--- src/rtl/gyro_bias_filter.sv ---
// Gyro zero-rate bias calibration plus per-axis bias correction, saturation and IIR smoothing.
// Three identical axis lanes share one RUN/CAL controller that counts frames on the Z strobe.

module gyro_bias_axis #(
    parameter int CAL_LOG2   = 8,
    parameter int FILT_SHIFT = 2
) (
    input  logic               clk,
    input  logic               rst_n,
    input  logic signed [15:0] sample,
    input  logic               cal_clr,
    input  logic               cal_acc,
    input  logic               cal_latch,
    input  logic               run_vld,
    output logic signed [15:0] rate,
    output logic               rate_valid,
    output logic signed [15:0] bias
);
    localparam int AW = 16 + CAL_LOG2;

    logic signed [AW-1:0] acc, acc_sum, acc_avg;
    logic signed [16:0]   d, e, step;
    logic signed [15:0]   c, c_next, rate_next;
    logic [2:1]           vld_pipe;

    always_comb begin
        // The final frame's sample may land in the same cycle as the latch, so fold it in here.
        acc_sum = acc + (cal_acc ? {{CAL_LOG2{sample[15]}}, sample} : '0);
        acc_avg = acc_sum >>> CAL_LOG2;

        d = {sample[15], sample} - {bias[15], bias};
        if (d[16] != d[15])
            c_next = d[16] ? 16'sh8000 : 16'sh7fff;
        else
            c_next = d[15:0];

        e    = {c[15], c} - {rate[15], rate};
        step = e >>> FILT_SHIFT;
        if (FILT_SHIFT == 0)
            rate_next = c;
        else
            rate_next = rate + step[15:0];
    end

    always_ff @(posedge clk) begin
        if (!rst_n) begin
            acc      <= '0;
            bias     <= '0;
            rate     <= '0;
            c        <= '0;
            vld_pipe <= '0;
        end else begin
            vld_pipe <= {vld_pipe[1], run_vld};
            if (run_vld)
                c <= c_next;
            if (cal_clr)
                acc <= '0;
            else if (cal_acc)
                acc <= acc_sum;
            if (cal_latch) begin
                bias <= acc_avg[15:0];
                rate <= '0;
            end else if (vld_pipe[1]) begin
                rate <= rate_next;
            end
        end
    end

    assign rate_valid = vld_pipe[2];
endmodule

module gyro_bias_filter #(
    parameter int CAL_LOG2   = 8,
    parameter int FILT_SHIFT = 2
) (
    input  logic               CLK,
    input  logic               RST_N,
    input  logic signed [15:0] GYRO_X,
    input  logic signed [15:0] GYRO_Y,
    input  logic signed [15:0] GYRO_Z,
    input  logic               GYRO_X_VALID,
    input  logic               GYRO_Y_VALID,
    input  logic               GYRO_Z_VALID,
    input  logic               CAL_START,
    output logic               CAL_BUSY,
    output logic               CAL_DONE,
    output logic signed [15:0] RATE_X,
    output logic signed [15:0] RATE_Y,
    output logic signed [15:0] RATE_Z,
    output logic               RATE_X_VALID,
    output logic               RATE_Y_VALID,
    output logic               RATE_Z_VALID,
    output logic signed [15:0] BIAS_X,
    output logic signed [15:0] BIAS_Y,
    output logic signed [15:0] BIAS_Z
);
    localparam logic [CAL_LOG2:0] CNT_LAST = (CAL_LOG2 + 1)'((1 << CAL_LOG2) - 1);

    typedef enum logic {RUN, CAL} state_t;
    state_t state, state_next;

    logic [CAL_LOG2:0] cnt;
    logic              cal_last;
    logic [2:0][15:0]  gyro, rate, bias;
    logic [2:0]        gvld, rvld, run_vld, cal_acc;

    assign gyro = {GYRO_Z, GYRO_Y, GYRO_X};
    assign gvld = {GYRO_Z_VALID, GYRO_Y_VALID, GYRO_X_VALID};

    assign run_vld  = (state == RUN) ? gvld : 3'b000;
    // A sample coinciding with a (re)start request is dropped along with the old sums.
    assign cal_acc  = (state == CAL && !CAL_START) ? gvld : 3'b000;
    assign cal_last = (state == CAL) && GYRO_Z_VALID && !CAL_START && (cnt == CNT_LAST);

    always_comb begin
        state_next = state;
        case (state)
            RUN: if (CAL_START) state_next = CAL;
            CAL: if (cal_last)  state_next = RUN;
            default: state_next = RUN;
        endcase
    end

    always_ff @(posedge CLK) begin
        if (!RST_N) begin
            state    <= RUN;
            cnt      <= '0;
            CAL_DONE <= 1'b0;
        end else begin
            state    <= state_next;
            CAL_DONE <= cal_last;
            if (CAL_START)
                cnt <= '0;
            else if (state == CAL && GYRO_Z_VALID)
                cnt <= cnt + 1'b1;
        end
    end

    for (genvar a = 0; a < 3; a++) begin : g_axis
        gyro_bias_axis #(
            .CAL_LOG2  (CAL_LOG2),
            .FILT_SHIFT(FILT_SHIFT)
        ) u_axis (
            .clk       (CLK),
            .rst_n     (RST_N),
            .sample    (gyro[a]),
            .cal_clr   (CAL_START),
            .cal_acc   (cal_acc[a]),
            .cal_latch (cal_last),
            .run_vld   (run_vld[a]),
            .rate      (rate[a]),
            .rate_valid(rvld[a]),
            .bias      (bias[a])
        );
    end

    assign CAL_BUSY     = (state == CAL);
    assign RATE_X       = rate[0];
    assign RATE_Y       = rate[1];
    assign RATE_Z       = rate[2];
    assign RATE_X_VALID = rvld[0];
    assign RATE_Y_VALID = rvld[1];
    assign RATE_Z_VALID = rvld[2];
    assign BIAS_X       = bias[0];
    assign BIAS_Y       = bias[1];
    assign BIAS_Z       = bias[2];
endmodule

--- config.mk ---
export PLATFORM = sky130hd
export DESIGN_NAME = gyro_bias_filter
export DESIGN_NICKNAME = d
export VERILOG_FILES = /design/src/rtl/gyro_bias_filter.sv
export SDC_FILE = /design/constraint.sdc
export NUM_CORES = 1
export LEC_CHECK = 0
export ABC_CLOCK_PERIOD_IN_PS = 5400
export CORE_MARGIN = 2
export CORE_UTILIZATION = 47
export DETAILED_ROUTE_END_ITERATION = 10
export HOLD_SLACK_MARGIN = 0.02
export MAX_ROUTING_LAYER = met4
export PLACE_DENSITY = 0.74
export SLEW_MARGIN = 20
export SYNTH_ARGS = -nofsm -noshare
export SYNTH_HDL_FRONTEND = slang
export SYNTH_SLANG_ARGS = --single-unit
--- constraint.sdc ---
create_clock -name CLK -period 5.4 [get_ports CLK]
set_input_delay 1.08 -clock CLK [delete_from_list [all_inputs] [get_ports CLK]]
set_output_delay 1.08 -clock CLK [all_outputs]
set_load 0.01 [all_outputs]
* Yosys cells after proc, flatten, opt, wreduce, memory -nomap -nowiden
Cells that the tools add are included.
** Storage, ports and cells
- Output and inout bits :: 101
- Logic and storage cells :: 58
- Bits of input ports :: 54
- Flip-flop bits (word level) :: 233
** Operators by class
- Bitwise logic cells :: 2
- Muxes and demuxes :: 14
- Equality and inequality tests :: 4
- Add/subtract/negate cells :: 13
- Reduce and logical (&&, ||, !) cells :: 7
** Operators by type and width (number)
- $sub 16x16->17 :: 6
- $mux 16 :: 6
- $add 24x24->24 :: 3
- $mux 24 :: 3
- $add 16x16->16 :: 3
- $add 9x1->9 const B :: 1
- $eq 9x8->1 const B :: 1
- $mux 3 :: 2
- $logic_and 1x1->1 :: 4
- $reduce_or 2->1 :: 2
- $ne 1x1->1 :: 3
- $mux 1 :: 2
- $not 1->1 :: 2
- $pmux 1 s2 :: 1
- $logic_not 1->1 :: 1

* Longest topological paths before layout
- Depth in word-level cells :: 5
- Mapped depth :: 20
- Gate-level depth less buffers :: 20

* Hierarchy
From an unflattened synthesis, not the netlist that was laid out.
** Second synthesis, totals
- Cell total of the unflattened synthesis :: 2356
- Area, all modules :: 18925.7 µm²
** By module, submodules not included
- gyro_bias_axis at g_axis[0].u_axis :: cells an instance 785, sequential area each 1481.4 µm², area an instance 6276.0 µm², instances 1
- gyro_bias_axis at g_axis[1].u_axis :: cells an instance 757, sequential area each 1481.4 µm², area an instance 6118.4 µm², instances 1
- gyro_bias_axis at g_axis[2].u_axis :: cells an instance 751, sequential area each 1481.4 µm², area an instance 5998.3 µm², instances 1
- gyro_bias_filter :: cells an instance 63, sequential area each 220.2 µm², area an instance 533.0 µm², instances 1

* Least setup slack after synthesis
Ideal clock, no wire load.
- Kind :: input -> register
- From :: input CAL_START
- To :: register g_axis[0].u_axis.bias[12]
- Data arrival time :: 4.105 ns
- Stages on the path :: 16
- Library setup time :: 0.137 ns
- Path slack :: 1.159 ns
- Required time :: 5.263 ns
- Buffers on the path :: 2
- Path through :: nor2b_1 clkbuf_1 nand2_1 clkbuf_1 nor2_1 ha_1 fa_1 a21o_1 a21oi_1 o21bai_1 a21oi_2 nor3_1 o2111a_1 o41ai_1 xor2_1 o22ai_1
** On the way
- Word-level cells in the longest chain between the ends :: 5
- Elaborated cells between the ends (all ways) :: 7
- Classes of those cells :: add/sub: 1; mux: 2; reduce/logical: 4
** RTL lines
- start: declaration :: RTL line 84 : input logic CAL_START,
- $logic_not 1->1 * :: RTL line 112, 113
- $logic_and 1x1->1 :: RTL line 112 : assign cal_acc = (state == CAL && !CAL_START) ? gvld : 3'b000;
- $mux 3 :: RTL line 112
- $mux 24 :: RTL line 28 : acc_sum = acc + (cal_acc ? {{CAL_LOG2{sample[15]}}, sample} : '0);
- $add 24x24->24 :: RTL line 28
- end signal: assignment :: RTL line 61 : bias <= acc_avg[15:0];
- end: declaration :: RTL line 17 : output logic signed [15:0] bias
Every way passes the cells marked *; elsewhere a longest branch is shown, timed or not.
A chain may end at the register's enable or synchronous reset.

* Worst setup path in the final report
- From :: input CAL_START
- To :: register g_axis[0].u_axis.acc[21]
** On the way
- Word-level cells in the longest chain between the ends :: 5
- Elaborated cells between the ends (all ways) :: 6
- Classes of those cells :: add/sub: 1; mux: 2; reduce/logical: 3
** RTL lines
- $logic_not 1->1 :: RTL line 112
- $logic_and 1x1->1 :: RTL line 112
- $mux 3 :: RTL line 112
- $mux 24 :: RTL line 28
- $add 24x24->24 :: RTL line 28
- end signal: assignment :: RTL line 59 : acc <= acc_sum;
- end: declaration :: RTL line 21 : logic signed [AW-1:0] acc, acc_sum, acc_avg;
Several ways; a longest one is shown, not always the timed one.

==> impl_metrics.csv <==
group,metric,value,unit
outcome,status,"completed",
synth,ys_types,76,
placement,numPortBuffers,154,
synth,avgSynthCellArea,8.00,um^2
sta,final_max_slew_viol_count,0,
setup_path,worst-path-buf-inv,1,
route,drtIter0Drc,1140,
setup_path,critPathMaxStageDelay,790,ps
route,wl,49500,um
setup_path,critPathLaunchType,"input pin",
synth,yosysMostFrequentCell,"a21oi_1",
synth,syn_area,0.0179,mm^2
sta,final_hold_viol_count,0,
synth,ys_seq_area_share,26.0,%
pwr,vdd_drop_max,258,uV
die,pin_count,155,
clock_tree,clk_pin_slew_worst_paths,60,ps
route,post_drt_via_cell_ratio,5.71,
route,vias,16600,
placement,gp_congestion,0.907,
die,die_height,199,um
global_routing,grt.overflow.total,0,
route,detail-route-antenna-nets,0,
die,rows,71,
setup_path,required,5830,ps
sta,max_freq,212,MHz
setup_path,crit_fanout,21,
setup_path,path_cells,"clkdlybuf4s50_1, nor2b_2, nand2_1, nor2_1, ha_1, a21o_1, a21o_1, a211oi_1, or3_1, a21oi_1, a311oi_1, a21oi_1, xnor2_1, a21oi_1",
die,dieArea,0.0397,mm^2
clock_tree,clk_latency,570,ps
sta,fin_setup_tns,0,ps
pwr,clkPwrFrac,27.1,%
setup_path,r2r_slack,910,ps
setup_path,path_class,"in -> reg",
synth,synthTopCellsByCount,"a21oi_1 (239), dfxtp_1 (233), ha_1 (209)",
run,cap_violations,0,
synth,yosysTopAreaCellShare,26.0,%
synth,synth.area.top_cells,"dfxtp_1 (26%), ha_1 (15%), a21oi_1 (6.7%)",
setup_path,path_delay_family,"compound AO/OA/AOI/OAI gates",
pwr,netSwitchingFraction,37.4,%
setup_path,slowest_stage,"nor2b_2",
synth,synth_seq_cells,233,
synth,yosysWarningCount,0,
synth,synth_edf_count,0,
sta,relSlewSlack,30.9,%
route,wl_per_cell,17.1,um
die,initial_core_util,47.7,%
sta,finalCritPeriodShare,87.2,%
placement,place_ws,132,ps
pwr,comb_power_share,45.4,%
clock_tree,postCtsHoldBufs,0,
synth,synthArstFlopShare,0,%
hold_path,holdPathEnd,"g_axis[1].u_axis.acc[7]$_SDFFE_PP0N_",
finish,nets,2644,
hold_path,hp-start,"g_axis[1].u_axis.acc[7]$_SDFFE_PP0N_",
synth,synth_nets,2510,
pwr,p_int,4.53,mW
pwr,power_leakage,8.85,nW
global_routing,antenna_found_initial,1,
sta,rsz0062_at_grt,"false",
sta,setup_ws,690,ps
finish,utilization,55.8,%
clock_tree,cts_buffer_depth,3,
route,drc_errors,0,
hold_path,worstHoldPathCells,2,
sta,setup_viol,0,
sta,period_needed,4710,ps
route,first_pass_iters,5,
clock_tree,post_cts_resized,0,
sta,fin_hold_ws,460,ps
clock_tree,cts-root-buf,"clkbuf_16",
clock_tree,cts.htree.levels,1,
setup_path,arrival,5140,ps
clock_tree,cts_sinks,233,
pwr,powerDensity,345,mW/mm^2
finish,post-route-cell-area,0.0210,mm^2
finish,area_growth,17.2,%
clock_tree,cts_tree,"built",
die,chipWidth,199,um
synth,postSynthCellCount,2238,
setup_path,reg2reg_to,"g_axis[0].u_axis.rate[15]$_SDFFE_PP0P_",
die,coreArea,0.0376,mm^2
global_routing,track_usage,25.6,%
finish,final_layout_size_suffix_gt1_share,6.02,%
hold_path,hold_class,"reg -> reg",
setup_path,cp-startpoint,"CAL_START",
global_routing,grt_pass1_vias,16000,
sta,worst_pin_slew,1030,ps
placement,place_area,0.0200,mm^2
clock_tree,postCtsSetupBuffers,0,
pwr,seq_power_share,27.5,%
setup_path,ff2ff_path_depth,17,
global_routing,grt_max_degree,43,
setup_path,path_common_cell,"a21oi_1",
synth,synth_top_cell_by_area,"dfxtp_1",
clock_tree,cts_made_buffers,29,
pwr,power.switching,2.70,mW
setup_path,end_kind,"flop",
synth,ys.flop_type,"dfxtp_1",
setup_path,reg2reg_from,"g_axis[0].u_axis.rate[1]$_SDFFE_PP0P_",
sta,finClkSkew,22.2,ps
placement,dpl.hpwl,37600,um
global_routing,grt_pass1_wl,80700,um
[sequential cells by signal (all words and copies together), names as in the netlist]
register and flops:
CAL_BUSY 1, g_axis.u_axis.c 48, CAL_DONE 1, g_axis.u_axis.bias 48, g_axis.u_axis.acc 72, cnt 9
g_axis.u_axis.rate 48, g_axis.u_axis.vld_pipe 6
[layout by cell type, fill, tap and decap left out, types with 25 or more instances in the layout]
| cell | n |
|---|---|
| a21o_1 | 65 |
| a21oi_1 | 238 |
| and3_1 | 53 |
| buf_4 | 29 |
| clkbuf_16 | 29 |
| clkdlybuf4s50_1 | 154 |
| dfxtp_1 | 233 |
| ha_1 | 209 |
| inv_1 | 151 |
| mux2i_1 | 31 |
| nand2_1 | 170 |
| nand3_1 | 47 |
| nor2_1 | 177 |
| nor2b_1 | 25 |
| nor3_1 | 37 |
| o21a_1 | 32 |
| o21ai_0 | 145 |
| o21bai_1 | 26 |
| xnor2_1 | 101 |
| xor2_1 | 68 |
[power groups by stage]
stage	Clock (mW)	Sequential [mW]	Combinational, mW
2_1_floorplan	0	2.01	2.50
6_report	1.96	1.99	3.28
5_1_grt	2.07	2.01	3.67
3_5_place_dp	0	2.02	3.23
4_1_cts	2.00	1.99	3.25
3_3_place_gp	0	2.02	3.12
[worst reg2reg max path, stage by stage (launching register included)]
cell	delay [ps]
dfxtp_1	440
inv_1	80
ha_1	290
a21o_1	180
a21oi_1	330
o211ai_1	210
a31o_2	280
a21o_1	190
a21oi_1	390
o21ai_0	190
xor2_1	170
ha_1	360
a21o_1	220
a21o_1	170
a221o_1	390
and3_1	190
o211ai_1	170
a21oi_1	100
[final cells by class]
class / count / area [um^2]
Clock buffer: 38 / 800
Multi-Input combinational cell: 1771 / 12400
Fill cell: 3349 / 16600
Sequential cell: 233 / 4660
Clock inverter: 12 / 146
Inverter: 153 / 574
Tap cell: 511 / 639
Timing Repair Buffer: 184 / 1780
Antenna cell: 2 / 5.00
[through the flow]
| stage | power, mW | std cells |
|---|---|---|
| floorplan | 4.51 | 2238 |
| global placement | 5.15 | 2852 |
| detailed placement | 5.26 | 2852 |
| CTS | 7.24 | 2902 |
| global route | 7.74 | 2903 |
| finish | 7.23 | 2904 |
[worst max-delay path by stage]
stage / to / slack (ps) / cells after the start
after floorplan: g_axis[0].u_axis.bias[12]$_SDFFE_PN0P_ / 1160 / 16
after global placement: g_axis[2].u_axis.acc[23]$_SDFFE_PP0N_ / 190 / 14
after detailed placement: g_axis[2].u_axis.acc[23]$_SDFFE_PP0N_ / 130 / 14
after CTS: g_axis[2].u_axis.acc[23]$_SDFFE_PP0N_ / 700 / 14
after global routing: g_axis[2].u_axis.acc[23]$_SDFFE_PP0N_ / 380 / 14
final: g_axis[0].u_axis.acc[21]$_SDFFE_PP0N_ / 690 / 14
[metal layers]
metal	wire (um)	global-route usage, %
met5	0	-
met4	1210	7.46
met3	2590	2.87
met2	22700	41.8
met1	23000	33.3
[kinds of logic (layout without fill, tap and decap cells)]
logic type / count (synthesis) / in the layout / share of synthesized area [%]
other: 0 / 2 / 0
buffers and inverters: 234 / 387 / 4.95
adder cells (fa/ha/maj): 246 / 246 / 17.2
flip-flops: 233 / 233 / 26.0
AND/OR/NAND/NOR: 618 / 618 / 16.3
AO/OA/AOI/OAI: 704 / 704 / 25.2
XOR/XNOR: 170 / 170 / 8.39
multiplexers: 33 / 33 / 1.86
(Power assumes the default switching activity.)
